<file path="src/rtl/gate_func_identifier_pkg.sv">
`default_nettype none
// ============================================================================
// Module      : gate_func_pkg
// Description : Shared types, truth-table constants and the truth->code decoder
//               for the mux function identifier.
// Revision    : 1.0 - initial release
// ============================================================================
package gate_func_pkg;

    typedef enum logic [1:0] {
        IDLE   = 2'd0,
        SETTLE = 2'd1,
        DECODE = 2'd2
    } state_t;

    typedef logic [3:0] truth_t;
    typedef logic [2:0] code_t;

    // Truth tables indexed by {a,b}: bit i = f(a=i[1], b=i[0])
    localparam truth_t TT_NOT  = 4'b0011;
    localparam truth_t TT_BUF  = 4'b1100;
    localparam truth_t TT_XNOR = 4'b1001;
    localparam truth_t TT_XOR  = 4'b0110;
    localparam truth_t TT_OR   = 4'b1110;
    localparam truth_t TT_NOR  = 4'b0001;
    localparam truth_t TT_AND  = 4'b1000;
    localparam truth_t TT_NAND = 4'b0111;

    localparam code_t CODE_NOT  = 3'd0;
    localparam code_t CODE_BUF  = 3'd1;
    localparam code_t CODE_XNOR = 3'd2;
    localparam code_t CODE_XOR  = 3'd3;
    localparam code_t CODE_OR   = 3'd4;
    localparam code_t CODE_NOR  = 3'd5;
    localparam code_t CODE_AND  = 3'd6;
    localparam code_t CODE_NAND = 3'd7;

    // Returns {valid, code}
    function automatic logic [3:0] decode_truth(input truth_t truth);
        case (truth)
            TT_NOT:  return {1'b1, CODE_NOT};
            TT_BUF:  return {1'b1, CODE_BUF};
            TT_XNOR: return {1'b1, CODE_XNOR};
            TT_XOR:  return {1'b1, CODE_XOR};
            TT_OR:   return {1'b1, CODE_OR};
            TT_NOR:  return {1'b1, CODE_NOR};
            TT_AND:  return {1'b1, CODE_AND};
            TT_NAND: return {1'b1, CODE_NAND};
            default: return 4'b0000;
        endcase
    endfunction

endpackage
`default_nettype wire

</file>
<file path="src/rtl/gate_func_identifier_if.sv">
`default_nettype none
// ============================================================================
// Module      : gate_func_identifier_if
// Description : Probe, handshake and result signals of the function identifier.
// Revision    : 1.0 - initial release
// ============================================================================
interface gate_func_identifier_if;
    import gate_func_pkg::*;

    logic   start;
    logic   dut_out;
    logic   probe_a;
    logic   probe_b;
    logic   busy;
    logic   done;
    truth_t truth;
    code_t  code;
    logic   valid;

    modport master (
        output start, dut_out,
        input  probe_a, probe_b, busy, done, truth, code, valid
    );

    modport slave (
        input  start, dut_out,
        output probe_a, probe_b, busy, done, truth, code, valid
    );

endinterface
`default_nettype wire

</file>
<file path="src/rtl/gate_func_identifier_bit_sync.sv">
`default_nettype none
// ============================================================================
// Module      : bit_sync
// Description : N-flop single-bit synchronizer; STAGES = 0 is a plain wire.
// Revision    : 1.0 - initial release
// ============================================================================
module bit_sync #(
    parameter int STAGES = 2
) (
    input  wire  clk,
    input  wire  rst_n,
    input  wire  d,
    output logic q
);

    generate
        if (STAGES == 0) begin : g_bypass
            assign q = d;
        end else begin : g_chain
            logic [STAGES-1:0] r_chain;

            always_ff @(posedge clk or negedge rst_n) begin
                if (!rst_n) begin
                    r_chain <= '0;
                end else begin
                    r_chain[0] <= d;
                    for (int k = 1; k < STAGES; k++) begin
                        r_chain[k] <= r_chain[k-1];
                    end
                end
            end

            assign q = r_chain[STAGES-1];
        end
    endgenerate

endmodule
`default_nettype wire

</file>
<file path="src/rtl/gate_func_identifier.sv">
`default_nettype none
// ============================================================================
// Module      : gate_func_identifier
// Description : Walks a two-input function mux through all four input vectors,
//               captures its truth table and decodes the select code.
// Revision    : 1.0 - initial release
// ============================================================================
module gate_func_identifier
    import gate_func_pkg::*;
#(
    parameter int SETTLE_CYCLES = 3,
    parameter int SYNC_STAGES   = 2
) (
    input wire                   clk,
    input wire                   rst_n,
    gate_func_identifier_if.slave bus
);

    localparam int CNT_W = (SETTLE_CYCLES > 1) ? $clog2(SETTLE_CYCLES) : 1;
    localparam logic [CNT_W-1:0] C_CNT_LAST = CNT_W'(SETTLE_CYCLES - 1);

    generate
        if (SETTLE_CYCLES < SYNC_STAGES + 1) begin : g_param_check
            $error("SETTLE_CYCLES must be >= SYNC_STAGES+1");
        end
    endgenerate

    state_t           r_state,  w_state;
    logic [1:0]       r_index,  w_index;
    logic [CNT_W-1:0] r_cnt,    w_cnt;
    logic [1:0]       r_probe,  w_probe;
    truth_t           r_shadow, w_shadow;
    logic             r_busy,   w_busy;
    logic             r_done,   w_done;
    truth_t           r_truth,  w_truth;
    code_t            r_code,   w_code;
    logic             r_valid,  w_valid;
    logic             w_sync;

    bit_sync #(
        .STAGES (SYNC_STAGES)
    ) u_sync (
        .clk   (clk),
        .rst_n (rst_n),
        .d     (bus.dut_out),
        .q     (w_sync)
    );

    always_ff @(posedge clk or negedge rst_n) begin
        if (!rst_n) begin
            r_state  <= IDLE;
            r_index  <= '0;
            r_cnt    <= '0;
            r_probe  <= '0;
            r_shadow <= '0;
            r_busy   <= 1'b0;
            r_done   <= 1'b0;
            r_truth  <= '0;
            r_code   <= '0;
            r_valid  <= 1'b0;
        end else begin
            r_state  <= w_state;
            r_index  <= w_index;
            r_cnt    <= w_cnt;
            r_probe  <= w_probe;
            r_shadow <= w_shadow;
            r_busy   <= w_busy;
            r_done   <= w_done;
            r_truth  <= w_truth;
            r_code   <= w_code;
            r_valid  <= w_valid;
        end
    end

    always_comb begin
        w_state  = r_state;
        w_index  = r_index;
        w_cnt    = r_cnt;
        w_probe  = r_probe;
        w_shadow = r_shadow;
        w_busy   = r_busy;
        w_done   = 1'b0;
        w_truth  = r_truth;
        w_code   = r_code;
        w_valid  = r_valid;

        case (r_state)
            IDLE: begin
                if (bus.start) begin
                    w_state  = SETTLE;
                    w_busy   = 1'b1;
                    w_truth  = '0;
                    w_code   = '0;
                    w_valid  = 1'b0;
                    w_shadow = '0;
                    w_index  = '0;
                    w_probe  = '0;
                    w_cnt    = '0;
                end
            end
            SETTLE: begin
                if (r_cnt == C_CNT_LAST) begin
                    w_cnt             = '0;
                    w_shadow[r_index] = w_sync;
                    if (r_index == 2'd3) begin
                        w_state = DECODE;
                        w_probe = '0;
                    end else begin
                        w_index = r_index + 2'd1;
                        w_probe = r_index + 2'd1;
                    end
                end else begin
                    w_cnt = r_cnt + 1'b1;
                end
            end
            DECODE: begin
                w_truth           = r_shadow;
                {w_valid, w_code} = decode_truth(r_shadow);
                w_done            = 1'b1;
                w_busy            = 1'b0;
                w_state           = IDLE;
            end
            default: begin
                w_state = IDLE;
            end
        endcase
    end

    assign bus.probe_a = r_probe[1];
    assign bus.probe_b = r_probe[0];
    assign bus.busy    = r_busy;
    assign bus.done    = r_done;
    assign bus.truth   = r_truth;
    assign bus.code    = r_code;
    assign bus.valid   = r_valid;

endmodule
`default_nettype wire

</file>
<file path="src/flat_wrapper.sv">
// flat-port wrapper written by rule: the top's interface ports become plain ports
module gate_func_identifier_flat import gate_func_pkg::*;
#(
    parameter int SETTLE_CYCLES = 3,
    parameter int SYNC_STAGES   = 2
)
  (clk, rst_n, bus_start, bus_dut_out, bus_probe_a, bus_probe_b, bus_busy, bus_done, bus_truth, bus_code, bus_valid);
  gate_func_identifier_if bus_i ();
  input wire clk;
  input wire rst_n;
  input wire logic [$bits(bus_i.start)-1:0] bus_start;
  input wire logic [$bits(bus_i.dut_out)-1:0] bus_dut_out;
  output wire logic [$bits(bus_i.probe_a)-1:0] bus_probe_a;
  output wire logic [$bits(bus_i.probe_b)-1:0] bus_probe_b;
  output wire logic [$bits(bus_i.busy)-1:0] bus_busy;
  output wire logic [$bits(bus_i.done)-1:0] bus_done;
  output wire logic [$bits(bus_i.truth)-1:0] bus_truth;
  output wire logic [$bits(bus_i.code)-1:0] bus_code;
  output wire logic [$bits(bus_i.valid)-1:0] bus_valid;
  assign bus_i.start = bus_start;
  assign bus_i.dut_out = bus_dut_out;
  assign bus_probe_a = bus_i.probe_a;
  assign bus_probe_b = bus_i.probe_b;
  assign bus_busy = bus_i.busy;
  assign bus_done = bus_i.done;
  assign bus_truth = bus_i.truth;
  assign bus_code = bus_i.code;
  assign bus_valid = bus_i.valid;
  gate_func_identifier #(.SETTLE_CYCLES(SETTLE_CYCLES), .SYNC_STAGES(SYNC_STAGES)) u_core (.clk(clk), .rst_n(rst_n), .bus(bus_i));
endmodule
</file>
<file path="config.mk">
export PLATFORM = sky130hd
export DESIGN_NAME = gate_func_identifier_flat
export DESIGN_NICKNAME = d
export VERILOG_FILES = /design/src/rtl/gate_func_identifier_pkg.sv /design/src/rtl/gate_func_identifier_if.sv /design/src/rtl/gate_func_identifier_bit_sync.sv /design/src/rtl/gate_func_identifier.sv /design/src/flat_wrapper.sv
export SDC_FILE = /design/constraint.sdc
export NUM_CORES = 1
export LEC_CHECK = 0
export CAP_MARGIN = 20
export CELL_PAD_IN_SITES_DETAIL_PLACEMENT = 0
export CELL_PAD_IN_SITES_GLOBAL_PLACEMENT = 1
export CORE_ASPECT_RATIO = 1.1
export CORE_MARGIN = 5
export CORE_UTILIZATION = 48
export CTS_BUF_LIST = sky130_fd_sc_hd__clkbuf_8
export DETAILED_ROUTE_END_ITERATION = 7
export PLACE_DENSITY = 0.93
export SKIP_CTS_REPAIR_TIMING = 1
export SLEW_MARGIN = 5
export SYNTH_ARGS = -nofsm -noshare
export SYNTH_HDL_FRONTEND = slang
export SYNTH_HIERARCHICAL = 1
export SYNTH_SLANG_ARGS = --single-unit
</file>
<file path="constraint.sdc">
create_clock -name clk -period 3.8 [get_ports clk]
set_input_delay 0.95 -clock clk [delete_from_list [all_inputs] [get_ports clk]]
set_output_delay 0.95 -clock clk [all_outputs]
set_load 0.01 [all_outputs]
</file>
### Word level (Yosys, flattened, before mapping)

Memories as Yosys holds them, arrays and structs flattened.
Cells that the tools add are included.

* register bits: 24
* ROM bits: 64
* input bits: 4
* output and inout bits: 12
* word-level logic and storage cells: 60
* memories kept: 1

Memories
* (no name shown): depth 16, bits a word 4, read ports 1, clocked after memory_dff 0, write ports 0, line gate_func_identifier_pkg.sv:40 `case (truth)`

* add/sub/neg operators: 2
* $lt $le $gt $ge: 2
* equality and inequality tests: 8
* muxes and demuxes: 27
* reductions and logical operators: 9

Operators with widths (count)
* 2-bit two-way mux: 9
* 2-bit one-hot mux with 2 select lines: 4
* 4-bit one-hot mux with 2 select lines: 2
* 4-bit two-way mux: 2
* 2-bit equality test, second input constant: 3
* 3-bit one-hot mux with 2 select lines: 1
* 3-bit AND reduction: 2
* 2-bit by 1-bit adder with 2-bit output, second input constant: 2
* 4-bit bitwise mux: 1
* 1-bit two-way mux: 4
* 2-bit by 1-bit != test with 1-bit output, second input constant: 2
* 2-bit != test, second input constant: 2
* 1-bit one-hot mux with 2 select lines: 2
* 2-bit AND reduction: 2
* 4-bit AND reduction: 1
* 2-bit nonzero test: 2
* 2-bit by 3-bit less-than comparator with 1-bit output, second input constant: 1
* 3-bit two-way mux: 1
* 1-bit demux with 2-bit select: 1
* 2-bit by 1-bit equality test with 1-bit output, second input constant: 1
* 2-bit by 1-bit >= comparator with 1-bit output, second input constant: 1
* 2-bit zero test: 1
* 1-bit logical AND: 1

### Logic depth before layout (Yosys ltp)

Gate-level depths: netlist (run 1).

* word-level depth: 7
* depth in mapped cells: 4
* depth with buffers taken out: 4

### Hierarchy

The synthesis (run 1) kept the hierarchy.

By module, submodules not included
* gate_func_identifier: instances 1, cells an instance 86, area an instance 1063.5 um^2, sequential area each 550.5 um^2
* bit_sync: instances 1, cells an instance 2, area an instance 50.0 um^2, sequential area each 50.0 um^2

### Worst setup path after synthesis (run 1)

OpenSTA, ideal clock, no wires.

* path kind: input-to-reg
* from: input bus_start
* to: register u_core.r_probe[0]
* library setup time: 0.125 ns
* arrival: 1.637 ns
* data required time: 3.675 ns
* setup slack: 2.038 ns
* stages: 3
* buffers on the path: 0
* path through: nor3b_2 nor2_2 mux2_4

* word-level cells in the longest chain between the ends: 2

Ends and longest elaborated chain
* from (decl): line flat_wrapper.sv:11 `input wire logic [$bits(bus_i.start)-1:0] bus_start;`
* 2-bit != test (no source line)
* 3-bit AND reduction (no source line)
* to (signal assigned): line gate_func_identifier.sv:65 `r_probe <= w_probe;`
* to (decl): line gate_func_identifier.sv:31 `logic [1:0] r_probe, w_probe;`

No other way between the ends.
A chain may end at the register's enable or synchronous reset.

### Final worst setup path (run 1)

Same ends and word-level chain as after synthesis.

==> impl_table.tex, run 1 <==
\begin{tabular}{lr}
\hline
Metric & Value \\
\hline
\multicolumn{2}{l}{\textbf{Run status}} \\
Run status & finished clean \\
\multicolumn{2}{l}{\textbf{Routing}} \\
Detailed route wirelength on metal3 & 81 µm \\
Number of search-and-repair iterations in the first detailed-routing pass & 4 \\
Drt total wl & 1.85 mm \\
Remaining antenna violation count & 0 \\
Detailed-route wire length on metal 1 & 827 µm \\
Wirelength per Cell & 13.8 µm \\
Starting DRT DRC Count & 8 \\
Top layer in use & met4 \\
Detail-routed via count per cell & 5.48 \\
Final routed DRC violation total & 0 \\
DR vias & 734 \\
Met2 wire length & 926 µm \\
\multicolumn{2}{l}{\textbf{Floorplanning}} \\
Ports & 16 \\
Die Y-Extent & 60.5 µm \\
Die W & 55.9 µm \\
Initial core utilization & 0.499 \\
Count of standard-cell rows & 18 \\
Area of the core & 2230 µm² \\
Overall die area & 3380 µm² \\
\multicolumn{2}{l}{\textbf{Synthesis}} \\
Main synth FF type & sky130\_fd\_sc\_hd\_\_dfrtp\_1 \\
Yosys top cell by area & sky130\_fd\_sc\_hd\_\_dfrtp\_1 \\
Fraction of post-synthesis cell area in the top cell type by area & 0.539 \\
Share of synthesized registers carrying an async set or reset & 1.00 \\
Cell with the most instances after synthesis & sky130\_fd\_sc\_hd\_\_dfrtp\_1 \\
Cell count after synthesis & 88 \\
Total standard cell area after synthesis & 1110 µm² \\
Average instance area after synthesis & 12.7 µm² \\
Register area share after synthesis & 0.539 \\
Number of enable flip-flop cells after synthesis & 0 \\
Most common library cells after synthesis & sky130\_fd\_sc\_hd\_\_dfrtp\_1, sky130\_fd\_sc\_hd\_\_a22o\_1, sky130\_fd\_sc\_hd\_\_ha\_1, sky130\_fd\_sc\_hd\_\_nand2b\_1 \\
Total of flip-flops plus latches after synthesis & 24 \\
Synthesized Nets & 97 \\
Synth warnings & 6 \\
Leading cell types by total area after synthesis & sky130\_fd\_sc\_hd\_\_dfrtp\_1, sky130\_fd\_sc\_hd\_\_a22o\_1, sky130\_fd\_sc\_hd\_\_ha\_1 \\
Unique masters post-synth & 31 \\
\multicolumn{2}{l}{\textbf{Worst setup path}} \\
Startpoint-to-endpoint class of the critical path & primary input to flip-flop \\
Bufs and invs on worst path & 1 \\
Kind of end point of the critical path & flip-flop \\
CP Launch Type & primary input \\
CP Data Arrival Time & 2290 ps \\
Crit path max-delay cell type & sky130\_fd\_sc\_hd\_\_clkdlybuf4s50\_1 \\
Startpoint of the worst register-to-register path & u\_core/r\_state[1] \\
Largest delay share family, worst path & buffers and inverters \\
Source of the critical timing path & bus\_start \\
Critical-path maximum fanout & 7 \\
Reg-to-reg setup timing slack & 2220 ps \\
Required @ worst endpoint & 3940 ps \\
Cell-by-cell listing of the critical path & clkdlybuf4s50\_1 > nor3b\_2 > nor2\_2 > mux2\_4 \\
Depth of the most critical reg-to-reg path & 3 \\
Longest individual stage delay on the worst path & 520 ps \\
RR Endpoint & u\_core/r\_index[1] \\
\multicolumn{2}{l}{\textbf{STA}} \\
Final setup fails & 0 \\
Relative slew slack & 0.559 \\
Unrepaired setup endpoints after global routing & no \\
Max Fclk & 0.465 GHz \\
Final count of pins violating max slew & 0 \\
Setup Total Neg Slack & 0 ps \\
Final critical-path share of the clock period & 0.566 \\
Final hold vios & 0 \\
Clock Skews & 0.716 ps \\
Minimum period implied by the final worst setup slack & 2150 ps \\
Worst Tran Pin Value & 660 ps \\
Worst setup margin & 1650 ps \\
\multicolumn{2}{l}{\textbf{Global route}} \\
Global-route wire length before repair & 3.18 mm \\
Antenna violations before repair & 0 \\
Number of global-route vias before repair & 739 \\
GRT overflow & 0 \\
GR Util All Layers & 0.122 \\
Pin count of the biggest net entering global routing & 25 \\
\multicolumn{2}{l}{\textbf{Min path}} \\
Cells on Worst Hold Path & 0 \\
Destination of the worst hold path & u\_core/u\_sync/g\_chain.r\_chain[1] \\
Source of the worst hold timing path & u\_core/u\_sync/g\_chain.r\_chain[0] \\
Hold Path Class & flip-flop to flip-flop \\
\multicolumn{2}{l}{\textbf{Place}} \\
Dpl hpwl & 1.35 mm \\
Global placement routability congestion & 0.760 \\
Placed cell area & 1270 µm² \\
Minimum setup slack after placement & 1380 ps \\
Number of I/O port buffers & 15 \\
\multicolumn{2}{l}{\textbf{Clock tree}} \\
CTS tree & done \\
Root buffer selected by CTS & sky130\_fd\_sc\_hd\_\_clkbuf\_8 \\
Clk buf depth & 2 \\
Reg clk slew, reported paths & 70 ps \\
Clock insertion delay at the later pin of the skew report & 250 ps \\
Clock buffer count from CTS & 3 \\
Maximum level of the CTS H-tree & 1 \\
Number of clock sinks & 24 \\
\multicolumn{2}{l}{\textbf{Finish}} \\
Synthesis-to-layout area growth & 20.7\% \\
NumNets Final & 115 \\
Cell area after layout & 1340 µm² \\
Post-layout util & 0.603 \\
Number of inserted diodes & 0 \\
Layout cells sized above 1 & 0.125 \\
\multicolumn{2}{l}{\textbf{Pwr}} \\
Power density over cell area & 700 nW/µm² \\
LEAKAGE & 0.605 nW \\
Worst vdd rail ir drop & 0.000466 V \\
\multicolumn{2}{l}{\textbf{Run}} \\
Number of maximum-capacitance violations & 0 \\
\hline
\end{tabular}
cells in the final DEF (no fill, tap or decap), types with 3 or more instances in the layout:
cell / synthesis / final
sky130_fd_sc_hd__mux2_4: 3 / 3
sky130_fd_sc_hd__clkbuf_8: 0 / 3
sky130_fd_sc_hd__nor2_1: 4 / 4
sky130_fd_sc_hd__clkdlybuf4s50_1: 0 / 15
sky130_fd_sc_hd__o22ai_1: 4 / 4
sky130_fd_sc_hd__ha_1: 5 / 5
sky130_fd_sc_hd__dfrtp_1: 24 / 24
sky130_fd_sc_hd__inv_1: 4 / 4
sky130_fd_sc_hd__nand2b_1: 5 / 5
sky130_fd_sc_hd__a32o_1: 3 / 3
sky130_fd_sc_hd__a22o_1: 11 / 11
metrics by stage:
stage / std cells / hold WS (ps) / power, mW
finish: 134 / 357 / 0.941
global route: 134 / 378 / 1.01
CTS: 133 / 353 / 0.947
detailed placement: 130 / 335 / 0.803
global placement: 130 / 334 / 0.788
floorplan: 88 / 331 / 0.702
power breakdown:
group / switching, mW / internal, mW
Sequential: 0.0818 / 0.327
Clock: 0.0704 / 0.0706
Combinational: 0.175 / 0.217
Total: 0.327 / 0.614
area by class of cell:
| cell class | instances | area [µm²] |
|---|---|---|
| flip-flops and latches | 24 | 601 |
| fillers | 176 | 886 |
| repair buffers | 16 | 178 |
| well taps | 30 | 37.5 |
| clock buffers | 3 | 41.3 |
| multi-input cells | 56 | 468 |
| inverters | 5 | 18.8 |
layer usage:
layer / vias up / track usage
li1: 354 / -
met1: 365 / 0.139
met2: 13 / 0.220
met3: 2 / 0.0234
met4: 0 / 0.0712
met5: - / 0
logic make-up after synthesis:
logic type | after synthesis | share of synthesized area
compound gates | 24 | 0.172
xor+xnor | 1 | 0.00787
fa+ha+maj | 5 | 0.0562
buf+inv | 8 | 0.0404
flops | 24 | 0.539
mux | 4 | 0.0506
simple gates | 22 | 0.134
flip-flops by register name (all words and copies together) (netlist names), 2 cells and up:
signal                         flops
u_core/bus.truth                   4
u_core/r_shadow                    4
u_core/bus.code                    3
u_core/r_cnt                       2
u_core/r_index                     2
u_core/r_probe                     2
u_core/r_state                     2
u_core/u_sync/g_chain.r_chain      2
worst max-delay path by stage:
stage,cells past startpoint,endpoint,slack (ps)
detailed placement,4,u_core/r_probe[0],1380
finish,4,u_core/r_probe[0],1650
global route,4,u_core/r_probe[0],1570
global placement,4,u_core/r_probe[0],1410
CTS,4,u_core/r_probe[0],1650
floorplan,3,u_core/r_probe[0],2040
Power figures use the tool's default switching activity.
==> run 2: changes to the inputs <==
Settings changed: CORE_UTILIZATION 48 to 40, PLACE_DENSITY 0.93 to 0.83.
Clock period 3.8 ns to 1.8 ns, I/O delays scaled along.
==> impl_table.tex, run 2 (synthesis gave the netlist of run 1 again) <==
\begin{tabular}{lr}
\hline
Metric & Value \\
\hline
\multicolumn{2}{l}{\textbf{Run status}} \\
Run status & finished clean \\
\multicolumn{2}{l}{\textbf{Worst setup path}} \\
CP Data Arrival Time & 1190 ps \\
Critical-path maximum fanout & 2 \\
Bufs and invs on worst path & 1 \\
Cell-by-cell listing of the critical path & clkdlybuf4s50\_1 \\
Required @ worst endpoint & 1350 ps \\
CP Launch Type & flip-flop \\
Longest individual stage delay on the worst path & 560 ps \\
Kind of end point of the critical path & output pin \\
Largest delay share family, worst path & buffers and inverters \\
Startpoint-to-endpoint class of the critical path & flip-flop to output pin \\
Crit path max-delay cell type & sky130\_fd\_sc\_hd\_\_clkdlybuf4s50\_1 \\
\multicolumn{2}{l}{\textbf{Place}} \\
Dpl hpwl & 1.52 mm \\
Total placed cells including tap cells & 139 \\
Global placement routability congestion & 0.711 \\
Number of I/O port buffers & 15 \\
\multicolumn{2}{l}{\textbf{Routing}} \\
Final routed DRC violation total & 0 \\
DR vias & 769 \\
Remaining antenna violation count & 0 \\
Starting DRT DRC Count & 17 \\
Number of search-and-repair iterations in the first detailed-routing pass & 4 \\
Drt total wl & 2.04 mm \\
Detail-routed via count per cell & 5.42 \\
Wirelength per Cell & 14.4 µm \\
\multicolumn{2}{l}{\textbf{Global route}} \\
Global-route wire length before repair & 3.64 mm \\
GRT overflow & 0 \\
Number of global-route vias before repair & 791 \\
Antenna violations before repair & 0 \\
Pin count of the biggest net entering global routing & 25 \\
GR Util All Layers & 0.122 \\
\multicolumn{2}{l}{\textbf{STA}} \\
Final setup fails & 0 \\
Final count of pins violating max slew & 0 \\
Setup Total Neg Slack & 0 ps \\
Relative slew slack & 0.653 \\
Minimum period implied by the final worst setup slack & 1640 ps \\
Clock Skews & 4.24 ps \\
Final hold vios & 0 \\
Worst Tran Pin Value & 517 ps \\
Max Fclk & 0.608 GHz \\
Final critical-path share of the clock period & 0.914 \\
Unrepaired setup endpoints after global routing & no \\
\multicolumn{2}{l}{\textbf{Finish}} \\
Commonest non-fill, non-tap cells in the layout & sky130\_fd\_sc\_hd\_\_dfrtp\_1, sky130\_fd\_sc\_hd\_\_clkdlybuf4s50\_1, sky130\_fd\_sc\_hd\_\_a22o\_1 \\
Non-filler instance count after layout & 142 \\
Commonest non-fill, non-tap cell in the layout & sky130\_fd\_sc\_hd\_\_dfrtp\_1 \\
NumNets Final & 120 \\
Number of inserted diodes & 0 \\
Layout cells sized above 1 & 0.165 \\
Synthesis-to-layout area growth & 22.6\% \\
\multicolumn{2}{l}{\textbf{Floorplanning}} \\
Ports & 16 \\
Count of standard-cell rows & 20 \\
Die W & 60.3 µm \\
Initial core utilization & 0.408 \\
Overall die area & 3940 µm² \\
Area of the core & 2730 µm² \\
Die Y-Extent & 65.3 µm \\
\multicolumn{2}{l}{\textbf{Clock tree}} \\
CTS tree & done \\
Clock insertion delay at the later pin of the skew report & 260 ps \\
Reg clk slew, reported paths & 80 ps \\
Clock buffer count from CTS & 3 \\
Clk buf depth & 2 \\
Maximum level of the CTS H-tree & 1 \\
Number of clock sinks & 24 \\
Root buffer selected by CTS & sky130\_fd\_sc\_hd\_\_clkbuf\_8 \\
\multicolumn{2}{l}{\textbf{Pwr}} \\
Power density over cell area & 1490 nW/µm² \\
LEAKAGE & 0.622 nW \\
Worst vdd rail ir drop & 0.000743 V \\
Final Power & 2.03 mW \\
\multicolumn{2}{l}{\textbf{Min path}} \\
Hold Path Class & flip-flop to flip-flop \\
\multicolumn{2}{l}{\textbf{Run}} \\
Number of maximum-capacitance violations & 0 \\
\hline
\end{tabular}
[run 2: layout make-up]
class                      instances  area, µm²
clock buffer                       3       41.3
fill                             258       1360
inverter                           5       18.8
multi-input combinational         56        468
sequential                        24        601
tap                               33       41.3
timing repair buffer              21        195
[run 2: path summary, 6_finish.rpt]
check,startpoint,endpoint,slack [ps],depth (start not counted)
hold reg to reg,u_core/u_sync/g_chain.r_chain[0],u_core/u_sync/g_chain.r_chain[1],350,0
setup / recovery,u_core/bus.truth[2],bus_truth[2],160,1
max in group asynchronous,rst_n,u_core/r_state[1],1020,2
min in group asynchronous,rst_n,u_core/bus.code[1],540,2
setup reg to reg,u_core/r_state[1],u_core/r_index[0],340,3
hold / removal,u_core/u_sync/g_chain.r_chain[0],u_core/u_sync/g_chain.r_chain[1],350,0
[run 2: layer usage]
layer	routed length, µm	share of wire	GRT usage
met3	103	0.050	0.0236
met5	0	0	0
met1	898	0.44	0.147
met4	12	0.0059	0.0416
met2	1030	0.50	0.212
[run 2: where the power goes]
part,switching [mW],leakage [nW],internal [mW]
logic,0.392,0.292,0.485
registers,0.161,0.308,0.690
clock network,0.154,0.0216,0.149
total,0.707,0.622,1.32
[run 2: per-stage QoR]
step           utilization  instance area, µm²  worst slack, ps  hold WS (ps)
2_1_floorplan            -                1110              425           154
3_3_place_gp         0.485                1320             76.4           333
3_5_place_dp         0.485                1320             47.9           336
4_1_cts              0.500                1370              133           355
5_1_grt              0.500                1370              115           359
6_report             0.500                1370              156           352
